File: src/rtl/key_repeat_fsm.sv
// key_repeat_fsm: turns a debounced button level into press and auto-repeat action pulses
module key_repeat_fsm #(
  parameter int INITIAL_DELAY = 15000000,
  parameter int REPEAT_PERIOD = 5000000,
  parameter int CNT_W         = 24
) (
  input  logic clk,
  input  logic reset,
  input  logic debounced,
  input  logic repeat_en,
  output logic pulse,
  output logic held,
  output logic repeat_active
);
  typedef enum logic [1:0] {WAIT_REL, IDLE, DELAY, REPEAT} state_t;
  localparam logic [CNT_W-1:0] ID_LAST = CNT_W'(INITIAL_DELAY - 1);
  localparam logic [CNT_W-1:0] RP_LAST = CNT_W'(REPEAT_PERIOD - 1);
  state_t r_state, w_state_nx;
  logic [CNT_W-1:0] r_cnt, w_cnt_nx, w_cnt_inc;
  logic r_pulse, r_held, r_rep, w_pulse_nx;
  assign w_cnt_inc     = r_cnt + CNT_W'(1);
  assign pulse         = r_pulse;
  assign held          = r_held;
  assign repeat_active = r_rep;
  // next state, counter and strobe; release always beats a counter expiry
  always_comb begin
    w_state_nx = r_state;
    w_cnt_nx   = r_cnt;
    w_pulse_nx = 1'b0;
    case (r_state)
      WAIT_REL: w_state_nx = debounced ? WAIT_REL : IDLE;
      IDLE: if (debounced) begin
        w_state_nx = DELAY;
        w_cnt_nx   = '0;
        w_pulse_nx = 1'b1;
      end
      DELAY: if (!debounced) w_state_nx = IDLE;
      else if (r_cnt == ID_LAST) begin
        w_state_nx = repeat_en ? REPEAT : WAIT_REL;
        w_cnt_nx   = '0;
        w_pulse_nx = repeat_en;
      end else w_cnt_nx = w_cnt_inc;
      REPEAT: if (!debounced) w_state_nx = IDLE;
      else if (!repeat_en) w_state_nx = WAIT_REL;
      else if (r_cnt == RP_LAST) begin
        w_cnt_nx   = '0;
        w_pulse_nx = 1'b1;
      end else w_cnt_nx = w_cnt_inc;
    endcase
  end
  // state register with status flags registered alongside the state
  always_ff @(posedge clk) begin
    if (reset) begin
      r_state <= WAIT_REL;
      r_cnt   <= '0;
      r_pulse <= 1'b0;
      r_held  <= 1'b0;
      r_rep   <= 1'b0;
    end else begin
      r_state <= w_state_nx;
      r_cnt   <= w_cnt_nx;
      r_pulse <= w_pulse_nx;
      r_held  <= (w_state_nx == DELAY) || (w_state_nx == REPEAT);
      r_rep   <= w_state_nx == REPEAT;
    end
  end
endmodule

File: config.mk
export PLATFORM = sky130hd
export DESIGN_NAME = key_repeat_fsm
export DESIGN_NICKNAME = d
export VERILOG_FILES = /design/src/rtl/key_repeat_fsm.sv
export SDC_FILE = /design/constraint.sdc
export NUM_CORES = 1
export LEC_CHECK = 0
export BUFFER_PORTS_ARGS = -buffer_cell sky130_fd_sc_hd__buf_2
export CAP_MARGIN = 20
export CORE_ASPECT_RATIO = 2
export CORE_MARGIN = 2
export CORE_UTILIZATION = 42
export CTS_CLUSTER_DIAMETER = 40
export DETAILED_ROUTE_END_ITERATION = 16
export SLEW_MARGIN = 10
export SYNTH_ARGS = -nofsm -noshare
export SYNTH_HDL_FRONTEND = slang
export SYNTH_SLANG_ARGS = --single-unit
File: constraint.sdc
create_clock -name clk -period 3.94 [get_ports clk]
set_clock_uncertainty 0.05 [all_clocks]
set_input_delay 0.788 -clock clk [delete_from_list [all_inputs] [get_ports clk]]
set_output_delay 0.788 -clock clk [all_outputs]
set_load 0.05 [all_outputs]
==> out/qor.csv <==
metric,value,unit
synth-to-layout area growth,5.988,%
Hold Path Class,register to register,
Starting Density,43.49,%
setup_tns,0,ns
1st-iter DRT viols,50,
worst stage delay on the critical path,0.74,ns
post-route DRC violation count,0,
mapped cell area,1672,µm²
Synth Flop Type,dfxtp_1,
Clock Latency Late Sink,0.28,ns
final net count,209,
worst r2r src,r_cnt[0],
DRT antenna net count,0,
final instance area,1772,µm²
Non-Filler Instances,250,
Critical Path Sink Type,register,
Max-Cap Viols,0,
drt first pass iters,4,
Synth Register Bits,28,
met3 GRT Util,2.716,%
share of layout cells above drive strength 1,9.045,%
CTS root buf,clkbuf_8,
syn_nets,206,
Register-to-Register Setup Slack,1.20,ns
f_max,364.6,MHz
worst slew pin tran,1.156,ns
IO buf count,6,
met1 Track Usage GR,18.90,%
outcome,completed,
final count of hold timing violations,0,
Synth cell types,49,
Placed Area,1700,µm²
GRT Total Usage,19.60,%
crit path DAT,2.88,ns
Worst setup SP type,register,
Worst Hold End,r_cnt[1],
max-slew violations,0,
synthesized instance count,197,
RR Endpoint,r_cnt[15],
syn_area_per_cell,8.485,µm²
met2 GRT Util,38.36,%
routed len/inst,16.51,µm
Resize count post-CTS,0,
die area,4531,µm²
Tcrit/Tclk final,69.61,%
first-pass GRT wire length,6927,µm
Ports,7,
number of post-CTS setup repair buffers,0,
row cnt,32,
Leak,0.5617,nW
Clock Tree Buf Depth,2,
vias in the first global route,1503,
"Reg clk slew, reported paths",0.09,ns
RSZ-0062 raised after global routing,false,
vias,1528,
CP max FO,18,
CTS tree,yes,
Worst Hold Depth,2,
GPL Wtd Cong,0.8554,
Synth async-reset ratio,0,%
initial antenna violation count,0,
DIE WIDTH,48.61,µm
core area,3844,µm²
"Critical Path, Cell by Cell",ha_1 -> and4b_1 -> nand4_2 -> o41a_1 -> o31ai_4 -> o21ba_2,
"EDFF count, synth",0,
largest net degree at the start of global routing,24,
endpoints failing setup,0,
"Seq/Total Area, Yosys",33.53,%
Yosys warning count,0,
CTS Hold Bufs,0,
Register-to-Register Path Depth,6,
PD cells,303.7,nW/µm²
Worst IR Drop VDD,0.1587,mV
hold_sp,r_cnt[1],
final WL,4128,µm
post-detail-place hpwl,3121,µm
H-Tree Depth,1,
remaining global-route overflow,0,
Antenna Cells,0,
min Tclk post-route,2.743,ns
Top Usage Layer GRT,met2,
Worst EP required,4.07,ns
Placed Cells,246,
relative max-transition margin,22.95,%
Die H,93.22,µm
clock sink count,28,
Num CTS Buffers,3,
worst setup path class,register to register,
slowest stage cell on the critical path,o31ai_4,
final hold slack,0.4658,ns
Via density,6.112,
through the flow:
| stage | worst slack, ns | total power [mW] | utilization (%) |
|---|---|---|---|
| floorplan | 1.423 | 0.3115 | - |
| global placement | 1.201 | 0.3145 | 44.24 |
| detailed placement | 1.133 | 0.3156 | 44.24 |
| CTS | 1.217 | 0.5424 | 46.09 |
| global route | 0.9730 | 0.5539 | 46.09 |
| finish | 1.197 | 0.5381 | 46.09 |
cell usage after synthesis, drive strengths merged (2+ instances only):
master  number  share of area [%]
and2         2               0.75
nor4         9                3.4
or3          3                1.1
nor3b        3                1.3
nor4b        2                1.9
and4b        2                1.2
inv          6                1.3
ha           5                3.7
dfxtp       28                 34
o21bai       3                1.3
and3         4                1.5
o311ai       2                1.0
nand4        9                3.7
a21oi       11                3.3
o211ai       2               0.90
xnor2        9                4.7
nand2       18                4.0
nand3        9                2.7
and4         3                1.6
o21a         3                1.3
nor3         6                1.8
nor2b        2               0.75
o21ai        7                2.1
nand3b       2               0.90
o22ai        2               0.75
xor2         3                1.6
nor2        20                4.6
clkbuf       3               0.75
buf          5                3.1
per-layer routing:
metal  part of all wire [%]  wire, µm
met1                     37      1511
met2                     56      2316
met3                    3.8       156
met4                    3.5       144
met5                      0         0
final cells by class:
class / count / area [µm²]
Fill cell: 411 / 2072
Multi-Input combinational cell: 155 / 1023
Sequential cell: 28 / 560.5
Tap cell: 51 / 63.81
Clock buffer: 3 / 41.29
Clock inverter: 1 / 30.03
Timing Repair Buffer: 6 / 30.03
Inverter: 6 / 22.52
report_power, final:
part	internal, mW	total [mW]	switching (mW)
clock	0.136	0.229	0.0924
combinational	0.00658	0.0252	0.0186
sequential	0.283	0.284	0.000931
total	0.426	0.538	0.112
worst max-delay path by stage:
| stage | startpoint | to | slack, ns |
|---|---|---|---|
| 6_report | r_cnt[0] | r_cnt[15] | 1.20 |
| 5_1_grt | r_cnt[0] | r_cnt[15] | 0.97 |
| 4_1_cts | r_cnt[0] | r_cnt[15] | 1.22 |
| 3_5_place_dp | debounced | r_cnt[15] | 1.13 |
| 3_3_place_gp | debounced | r_cnt[15] | 1.20 |
| 2_1_floorplan | r_state[1] | r_cnt[17] | 1.42 |
cells in the final DEF, fill, tap and decap left out, types with 3 or more instances in the layout:
cell       n
dfxtp_1   28
nor3b_1    3
ha_1       5
buf_2      6
o21ai_0    7
o21a_1     3
nor4_1     9
nor2_1    19
a21oi_1   11
clkbuf_8   3
xor2_1     3
nand4_1    8
nand3_1    9
nor3_1     6
xnor2_1    9
inv_1      6
o21bai_1   3
and3_1     4
nand2_1   18
or3_1      3
cells by family (layout without fill, tap and decap cells):
kind of cell | after synthesis | after routing | share of synthesized area (%)
xor+xnor | 12 | 12 | 6.288
fa+ha+maj | 5 | 5 | 3.743
compound gates | 42 | 42 | 18.64
simple gates | 96 | 96 | 32.56
flops | 28 | 28 | 33.53
buf+inv | 14 | 16 | 5.239
sequential cells by signal, summed over array words and instances, names as in the netlist:
signal and count:
r_cnt 24, pulse 1, repeat_active 1, r_state 2
critical path, delay by kind of cell, from the launching register on:
| family | cells | cell delay [ns] |
|---|---|---|
| simple gates | 2 | 0.41 |
| fa+ha+maj | 1 | 0.25 |
| compound gates | 3 | 1.51 |
| flops | 1 | 0.42 |
Power figures use the tool's default switching activity.
